<file path="config.mk">
export PLATFORM = sky130hd
export DESIGN_NAME = osc_freq_monitor
export DESIGN_NICKNAME = d
export VERILOG_FILES = /design/src/rtl/osc_mon_pkg.sv /design/src/rtl/osc_mon_edge_sync.sv /design/src/rtl/osc_freq_monitor.sv
export SDC_FILE = /design/constraint.sdc
export NUM_CORES = 1
export LEC_CHECK = 0
export ABC_AREA = 1
export BUFFER_PORTS_ARGS = -buffer_cell sky130_fd_sc_hd__buf_2
export CAP_MARGIN = 20
export CORE_UTILIZATION = 40
export DETAILED_ROUTE_END_ITERATION = 16
export SYNTH_ARGS = -nofsm -noshare
export SYNTH_HDL_FRONTEND = slang
export SYNTH_SLANG_ARGS = --single-unit
</file>
<file path="constraint.sdc">
create_clock -name i_clk -period 4.8 [get_ports i_clk]
set_input_delay 0.96 -clock i_clk [delete_from_list [all_inputs] [get_ports i_clk]]
set_output_delay 0.96 -clock i_clk [all_outputs]
set_load 0.1 [all_outputs]
</file>
<file path="src/rtl/osc_mon_pkg.sv">
// osc_mon_pkg: shared types, default constants and a width helper for the
// oscillator frequency monitor.
package osc_mon_pkg;

  // Measurement controller states
  typedef enum logic {
    IDLE    = 1'b0,
    MEASURE = 1'b1
  } oscState_t;

  // Default window length (reference-clock cycles) and edge-count limits
  localparam int DEF_WINDOW_CYCLES = 1000;
  localparam int DEF_CNT_W         = 16;
  localparam int DEF_MIN_EDGES     = 190;
  localparam int DEF_MAX_EDGES     = 210;
  localparam int DEF_LOCK_WINDOWS  = 4;

  // Bits needed to hold a window position from 0 to cycles-1
  function automatic int winCntWidth(input int cycles);
    return (cycles <= 2) ? 1 : $clog2(cycles);
  endfunction

  // Bits needed to hold a good-window count from 0 to windows inclusive
  function automatic int goodCntWidth(input int windows);
    return (windows <= 1) ? 1 : $clog2(windows + 1);
  endfunction

endpackage

</file>
<file path="src/rtl/osc_mon_edge_sync.sv">
// osc_mon_edge_sync: brings the monitored oscillator into the reference clock
// domain through two flops, then compares against one more flop of history
// to produce a single-cycle strobe per rising edge.
module osc_mon_edge_sync (
  input  logic i_clk,
  input  logic i_rst_n,
  input  logic i_async,
  output logic o_edge
);

  logic r_sync1;
  logic r_sync2;
  logic r_sync3;

  // Synchronizer chain; r_sync3 is the previous synchronized sample
  always_ff @(posedge i_clk or negedge i_rst_n) begin
    if (!i_rst_n) begin
      r_sync1 <= 1'b0;
      r_sync2 <= 1'b0;
      r_sync3 <= 1'b0;
    end else begin
      r_sync1 <= i_async;
      r_sync2 <= r_sync1;
      r_sync3 <= r_sync2;
    end
  end

  assign o_edge = r_sync2 & ~r_sync3;

endmodule

</file>
<file path="src/rtl/osc_freq_monitor.sv">
// osc_freq_monitor: counts rising edges of a slower, asynchronous oscillator
// over fixed windows of the reference clock, reports each window's count,
// flags out-of-range windows and raises LOCK after a run of good windows.
// Optional interrupt output is built when OSC_FREQ_MONITOR_IRQ_EN is defined.
module osc_freq_monitor
  import osc_mon_pkg::*;
#(
  parameter int WINDOW_CYCLES = DEF_WINDOW_CYCLES,
  parameter int CNT_W         = DEF_CNT_W,
  parameter int MIN_EDGES     = DEF_MIN_EDGES,
  parameter int MAX_EDGES     = DEF_MAX_EDGES,
  parameter int LOCK_WINDOWS  = DEF_LOCK_WINDOWS
) (
  input  logic             i_clk,
  input  logic             i_rst_n,
  input  logic             i_enable,
  input  logic             i_mon_clk,
`ifdef OSC_FREQ_MONITOR_IRQ_EN
  input  logic             i_irq_clr,
  output logic             o_irq,
`endif
  output logic [CNT_W-1:0] o_edge_count,
  output logic             o_count_valid,
  output logic             o_in_range,
  output logic             o_lock,
  output logic             o_fail
);

  localparam int WIN_W  = winCntWidth(WINDOW_CYCLES);
  localparam int GOOD_W = goodCntWidth(LOCK_WINDOWS);

  localparam logic [WIN_W-1:0]  WIN_LAST    = WIN_W'(WINDOW_CYCLES - 1);
  localparam logic [CNT_W-1:0]  CNT_SAT     = {CNT_W{1'b1}};
  localparam logic [CNT_W-1:0]  MIN_CNT     = CNT_W'(MIN_EDGES);
  localparam logic [CNT_W-1:0]  MAX_CNT     = CNT_W'(MAX_EDGES);
  localparam logic [GOOD_W-1:0] GOOD_TARGET = GOOD_W'(LOCK_WINDOWS);

  oscState_t         r_state;
  oscState_t         w_nextState;

  logic              w_monEdge;
  logic              w_start;
  logic              w_countEn;
  logic              w_windowEnd;
  logic              w_abort;

  logic [WIN_W-1:0]  r_winCnt;
  logic [CNT_W-1:0]  r_edgeCnt;
  logic [CNT_W-1:0]  w_edgeFinal;
  logic              w_finalInRange;

  logic [CNT_W-1:0]  r_edgeCount;
  logic              r_countValid;
  logic              r_inRange;

  logic [GOOD_W-1:0] r_goodCnt;
  logic [GOOD_W-1:0] w_goodNext;
  logic              r_lock;
  logic              w_lockNext;
  logic              r_fail;
  logic              w_failNext;
  logic              r_everLock;

  osc_mon_edge_sync u_edge_sync (
    .i_clk   (i_clk),
    .i_rst_n (i_rst_n),
    .i_async (i_mon_clk),
    .o_edge  (w_monEdge)
  );

  // Controller state register
  always_ff @(posedge i_clk or negedge i_rst_n) begin
    if (!i_rst_n) begin
      r_state <= IDLE;
    end else begin
      r_state <= w_nextState;
    end
  end

  // Controller next state: ENABLE alone decides between idling and measuring
  always_comb begin
    w_nextState = r_state;
    case (r_state)
      IDLE:    if (i_enable)  w_nextState = MEASURE;
      MEASURE: if (!i_enable) w_nextState = IDLE;
      default: w_nextState = IDLE;
    endcase
  end

  // Controller outputs: window start, counting, window end and abort strobes
  always_comb begin
    w_start     = 1'b0;
    w_countEn   = 1'b0;
    w_abort     = 1'b0;
    w_windowEnd = 1'b0;
    case (r_state)
      IDLE: begin
        w_start = i_enable;
      end
      MEASURE: begin
        w_countEn   = i_enable;
        w_abort     = ~i_enable;
        w_windowEnd = i_enable && (r_winCnt == WIN_LAST);
      end
      default: begin
        w_start = 1'b0;
      end
    endcase
  end

  // Count including this cycle's edge, held at all-ones once saturated
  always_comb begin
    w_edgeFinal = r_edgeCnt;
    if (w_monEdge && (r_edgeCnt != CNT_SAT)) begin
      w_edgeFinal = r_edgeCnt + 1'b1;
    end
  end

  assign w_finalInRange = (w_edgeFinal >= MIN_CNT) && (w_edgeFinal <= MAX_CNT);

  // Window and edge counters; both restart on the window's last cycle so
  // consecutive windows abut with no dead cycle
  always_ff @(posedge i_clk or negedge i_rst_n) begin
    if (!i_rst_n) begin
      r_winCnt  <= '0;
      r_edgeCnt <= '0;
    end else if (w_start || w_abort) begin
      r_winCnt  <= '0;
      r_edgeCnt <= '0;
    end else if (w_countEn) begin
      if (w_windowEnd) begin
        r_winCnt  <= '0;
        r_edgeCnt <= '0;
      end else begin
        r_winCnt  <= r_winCnt + 1'b1;
        r_edgeCnt <= w_edgeFinal;
      end
    end
  end

  // Window result: latch the final count and range verdict, pulse valid
  always_ff @(posedge i_clk or negedge i_rst_n) begin
    if (!i_rst_n) begin
      r_edgeCount  <= '0;
      r_inRange    <= 1'b0;
      r_countValid <= 1'b0;
    end else begin
      r_countValid <= w_windowEnd;
      if (w_windowEnd) begin
        r_edgeCount <= w_edgeFinal;
        r_inRange   <= w_finalInRange;
      end
    end
  end

  // Lock bookkeeping: good windows build toward LOCK, a bad window clears it
  // and, once LOCK has ever been seen, latches FAIL
  always_comb begin
    w_goodNext = r_goodCnt;
    w_lockNext = r_lock;
    w_failNext = r_fail;
    if (w_abort) begin
      w_goodNext = '0;
      w_lockNext = 1'b0;
    end else if (w_windowEnd) begin
      if (w_finalInRange) begin
        if (r_goodCnt != GOOD_TARGET) begin
          w_goodNext = r_goodCnt + 1'b1;
        end
        w_lockNext = (w_goodNext == GOOD_TARGET);
      end else begin
        w_goodNext = '0;
        w_lockNext = 1'b0;
        if (r_lock || r_everLock) begin
          w_failNext = 1'b1;
        end
      end
    end
  end

  // Lock state registers; the ever-locked flag survives ENABLE drops
  always_ff @(posedge i_clk or negedge i_rst_n) begin
    if (!i_rst_n) begin
      r_goodCnt  <= '0;
      r_lock     <= 1'b0;
      r_fail     <= 1'b0;
      r_everLock <= 1'b0;
    end else begin
      r_goodCnt  <= w_goodNext;
      r_lock     <= w_lockNext;
      r_fail     <= w_failNext;
      r_everLock <= r_everLock | w_lockNext;
    end
  end

`ifdef OSC_FREQ_MONITOR_IRQ_EN
  logic w_irqSet;
  logic r_irq;

  assign w_irqSet = (w_failNext & ~r_fail) | (r_lock & ~w_lockNext);

  // Interrupt latch: a new event takes priority over a clear in the same cycle
  always_ff @(posedge i_clk or negedge i_rst_n) begin
    if (!i_rst_n) begin
      r_irq <= 1'b0;
    end else if (w_irqSet) begin
      r_irq <= 1'b1;
    end else if (i_irq_clr) begin
      r_irq <= 1'b0;
    end
  end

  assign o_irq = r_irq;
`endif

  assign o_edge_count  = r_edgeCount;
  assign o_count_valid = r_countValid;
  assign o_in_range    = r_inRange;
  assign o_lock        = r_lock;
  assign o_fail        = r_fail;

endmodule

</file>
# After elaboration in Yosys (flattened, before gate mapping)
# Index checks and enable logic that the tools add are counted.
[op_classes]
addsub = 3
order_cmp = 2
n_eq_ne = 4
n_mux = 22
bitwise_logic = 6
reduce_logical = 8
[op_table]
columns = ["cell", "count"]
rows = [
  ["2-to-1 mux 16 bit", 4],
  ["2-to-1 mux 10 bit", 3],
  ["2-to-1 mux 3 bit", 7],
  ["adder 16 x 1 -> 16 bit, second input constant", 1],
  ["greater-or-equal comparator 16 x 8 -> 1 bit, second input constant", 1],
  ["<= comparator 16 x 8 -> 1 bit, second input constant", 1],
  ["inequality test 16 bit, second input constant", 1],
  ["adder 10 x 1 -> 10 bit, second input constant", 1],
  ["== test 10 bit, second input constant", 1],
  ["2-to-1 mux 1 bit", 8],
  ["NOT 1 bit", 4],
  ["AND reduction 4 bit", 1],
  ["nonzero test 2 bit", 2],
  ["adder 3 x 1 -> 3 bit, second input constant", 1],
  ["== test 3 bit, second input constant", 1],
  ["logical AND 1 bit", 3],
  ["inequality test 3 bit, second input constant", 1],
  ["logical OR 1 bit", 2],
  ["bitwise AND 1 bit", 1],
  ["bitwise OR 1 bit", 1],
]
[totals]
reg_bits = 54
in_bits = 4
output_inout_bits = 20

# Logic depth before layout (Yosys ltp)
[depth]
word_depth = 14
mapped_depth = 17

# By module
# A second synthesis with hierarchy kept.
[unflattened]
hier_cells = 364
hier_area_um2 = 2840.2
[modules_own_cells]
columns = ["module", "n_inst", "cells_per_inst", "area_per_inst_um2", "seq_area_each_um2"]
rows = [
  ["osc_freq_monitor", 1, 359, 2755.1, 1276.2],
  ["osc_mon_edge_sync", 1, 5, 85.1, 75.1],
]

# Worst setup path before layout
# No wires, ideal clock.
[synth_path]
path_type = "input to register"
start = "in i_enable"
end = "reg r_edgeCnt[15]"
setup_ns = 0.141
arrival_ns = 2.123
t_required_ns = 4.659
path_slack_ns = 2.536
path_stages = 7
path_buffers = 3
path_cell_list = "inv_1 -> ha_1 -> clkbuf_1 -> inv_1 -> clkbuf_1 -> clkbuf_1 -> o22ai_1"
[synth_between]
elab_chain_cells = 5
[synth_lines]
columns = ["element", "line_no", "text"]
rows = [
  ["start, declared", "osc_freq_monitor.sv:16", "input logic i_enable,"],
  ["logical AND 1 bit", "osc_freq_monitor.sv:103", "w_windowEnd = i_enable && (r_winCnt == WIN_LAST);"],
  ["2-to-1 mux 1 bit", "osc_freq_monitor.sv:96", "case (r_state)"],
  ["2-to-1 mux 16 bit", "osc_freq_monitor.sv:131", "if (w_windowEnd) begin"],
  ["2-to-1 mux 16 bit", "osc_freq_monitor.sv:130", "end else if (w_countEn) begin"],
  ["2-to-1 mux 16 bit", "osc_freq_monitor.sv:127", "end else if (w_start || w_abort) begin"],
  ["end signal, assigned", "osc_freq_monitor.sv:136", "r_edgeCnt <= w_edgeFinal;"],
  ["end, declared", "osc_freq_monitor.sv:48", "logic [CNT_W-1:0] r_edgeCnt;"],
]
# Parallel ways exist; a longest one is shown, timed or not. The select of a mux whose other input is x is not followed.
# A chain may end at the register's enable or synchronous reset.

# Final worst setup path
[layout_path]
start = "in i_enable"
end = "reg r_edgeCnt[1]"
# The elaborated chain is that of the path after synthesis.

==> impl_metrics.csv <==
group,metric,value,unit
sta,skew,7.115,ps
clock_tree,numCtsBuffers,5,
detailed_routing,routed_wl,6409,um
global_routing,antenna_found_initial,0,
detailed_routing,drc,0,
worst_setup_path,critPathLaunchType,"input pin",
detailed_routing,via_per_inst,4.893,
layout,nNetsFinal,417,
layout,final_cell_mix,"nand2_1 (107), dfrtp_1 (54), inv_1 (51)",
detailed_routing,vias,2466,
layout,antenna_cells,0,
sta,setup_tns,0,ps
sta,max_freq,355.3,MHz
worst_setup_path,critPathArrivalTime,3030,ps
sta,slew_headroom,51.35,%
clock_tree,cts_root_buf,"clkbuf_8",
layout,final_common_cell,"nand2_1",
layout,fin_util,47.15,%
layout,area_growth_syn_to_layout,10.89,%
run_status,status,"finished clean",
clock_tree,post_cts_buffers,0,
placed_design,hpwl,4631,um
detailed_routing,dr.pass1.iters,4,
logic_synthesis,synth_nets,393,
clock_tree,cts.path.max_buffers,2,
sta,min_period,2815,ps
worst_setup_path,r2r_setup_slack,2240,ps
power,vdd_drop_max,0.1905,mV
die,dieArea,7730,um2
worst_hold_path,hold_path.class,"flop to flop",
die,core_area,6944,um2
global_routing,grt_first_pass_wirelength,11050,um
die,io_pins,24,
placed_design,gp_congestion,0.8597,
die,dieHeight,87.92,um
sta,fin_ws,1985,ps
placed_design,dp_slack,1599,ps
logic_synthesis,ys_warn_count,0,
global_routing,grt_max_degree,55,
clock_tree,cts.sinks,54,
logic_synthesis,ys_seq_area_share,45.76,%
die,start_util,42.52,%
sta,min_period_over_period,58.64,%
sta,drv_slew,0,
clock_tree,cts_hold_buf,0,
clock_tree,cts_tree,"yes",
detailed_routing,avgRoutedWirePerCell,12.72,um
sta,grt_setup_unrepaired,"no",
clock_tree,h-tree-depth,2,
logic_synthesis,ys_types,29,
global_routing,grt_pass1_vias,2311,
global_routing,grt.overflow.total,0,
detailed_routing,ant_nets,0,
placed_design,portBuffers,23,
logic_synthesis,syn_area,2953,um2
layout,drive_gt1_share,13.24,%
worst_setup_path,required,5010,ps
logic_synthesis,avgSynthCellArea,7.710,um2
die,fp-row-count,30,
logic_synthesis,ys_ff_latch,54,
sta,hold_viol_final,0,
worst_setup_path,worstSetupPathType,"input pin to flop",
die,die_x,87.92,um
global_routing,grt_usage,18.72,%
worst_setup_path,end_kind,"flop",
clock_tree,clk_pin_slew,90,ps
logic_synthesis,syn_inst,383,
sta,setup_violations,0,
power,powerDensity,276.3,nW/um2
worst_setup_path,crit_path_max_fanout,22,
run,drv_cap,0,
sta,max_slew.worst_pin.slew,727.8,ps
detailed_routing,first_iter_violations,119,
clock_tree,clk_latency,310,ps
clock_tree,cts_resized,0,
power,leakage,1.581,nW
==> final timing paths <==
| kind | startpoint | endpoint | depth (start not counted) |
|---|---|---|---|
| worst max-delay path | i_enable | r_edgeCnt[1]$_DFFE_PN0P_ | 6 |
| worst max register to register | r_edgeCnt[0]$_DFFE_PN0P_ | r_goodCnt[2]$_DFFE_PN0P_ | 16 |
| worst min register to register | u_edge_sync.r_sync1$_DFF_PN0_ | u_edge_sync.r_sync2$_DFF_PN0_ | 0 |
| worst min-delay path | u_edge_sync.r_sync1$_DFF_PN0_ | u_edge_sync.r_sync2$_DFF_PN0_ | 0 |
| max in group asynchronous | i_rst_n | o_edge_count[2]$_DFFE_PN0P_ | 2 |
| min in group asynchronous | i_rst_n | o_edge_count[14]$_DFFE_PN0P_ | 2 |
==> where the power goes <==
part	leakage, nW	internal [mW]	switching [mW]
Clock	0.0579	0.154	0.151
Combinational	0.791	0.0329	0.0732
Sequential	0.732	0.474	0.0197
Total	1.58	0.661	0.244
==> worst max-delay path, cell delays in order <==
cell and delay (ps):
buf_2 100, inv_1 50, ha_1 290, inv_1 570, nand3_1 690, o21ai_0 360
==> cells in the mapped netlist <==
cell,number,area (um2)
nor3_2,1,10.01
inv_2,1,3.750
nor2_4,5,56.30
nor4_1,2,12.51
nor3_1,7,35.03
a21oi_2,1,8.760
a21oi_1,5,25.02
nand2_2,6,37.54
nand4_1,7,43.79
nand3_1,18,90.09
o22ai_1,15,93.84
inv_1,51,191.4
clkbuf_1,7,26.28
o21ai_1,3,15.01
o21bai_1,2,15.01
nand3b_1,1,7.510
dfrtp_1,54,1351
xor2_1,10,87.58
nor2_2,2,12.51
nand3_2,3,30.03
o21ai_0,22,110.1
nor2_1,41,153.9
ha_1,6,75.07
nor3b_1,1,7.510
nand2_4,1,11.26
buf_6,1,11.26
nand2_1,107,401.6
and3_1,2,12.51
o21ai_4,1,16.27
==> cells by family after synthesis <==
group           Yosys count  share of synthesized area [%]
compound gates           49                          9.619
xor+xnor                 10                          2.966
fa+ha+maj                 6                          2.542
buf+inv                  60                          7.881
flops                    54                          45.76
simple gates            204                          31.23
==> layer usage <==
metal,part of all wire (%),GRT usage (%)
met5,0,0
met4,1.0,5.365
met1,50,26.20
met3,3.3,3.205
met2,46,29.81
==> cell type report <==
type                    count  area [um2]
multi-input cells         269        1369
flip-flops and latches     54        1351
clock buffers               5       68.82
clock inverters             3       40.04
well taps                  96       120.1
fillers                   708        3670
inverters                  52       195.2
repair buffers             25       130.1
==> through the flow <==
stage                     power [mW]  std cells  instance area, um2  hold WS [ps]
after floorplan               0.5745        383                2953         331.2
after global routing          0.9580        504                3274         374.2
after global placement        0.6069        496                3166         333.0
after detailed placement      0.6086        496                3166         337.1
after CTS                     0.9152        504                3274         360.4
final                         0.9046        504                3274         355.8
==> state kept, by name (all words and copies together), names as in the netlist <==
name and cells:
r_everLock 1, r_edgeCnt 16, o_count_valid 1, r_goodCnt 3, o_edge_count 16, u_edge_sync.r_sync2 1
r_winCnt 10, u_edge_sync.r_sync3 1, o_in_range 1, o_lock 1, o_fail 1, r_state 1
u_edge_sync.r_sync1 1
Power figures use the tool's default switching activity.
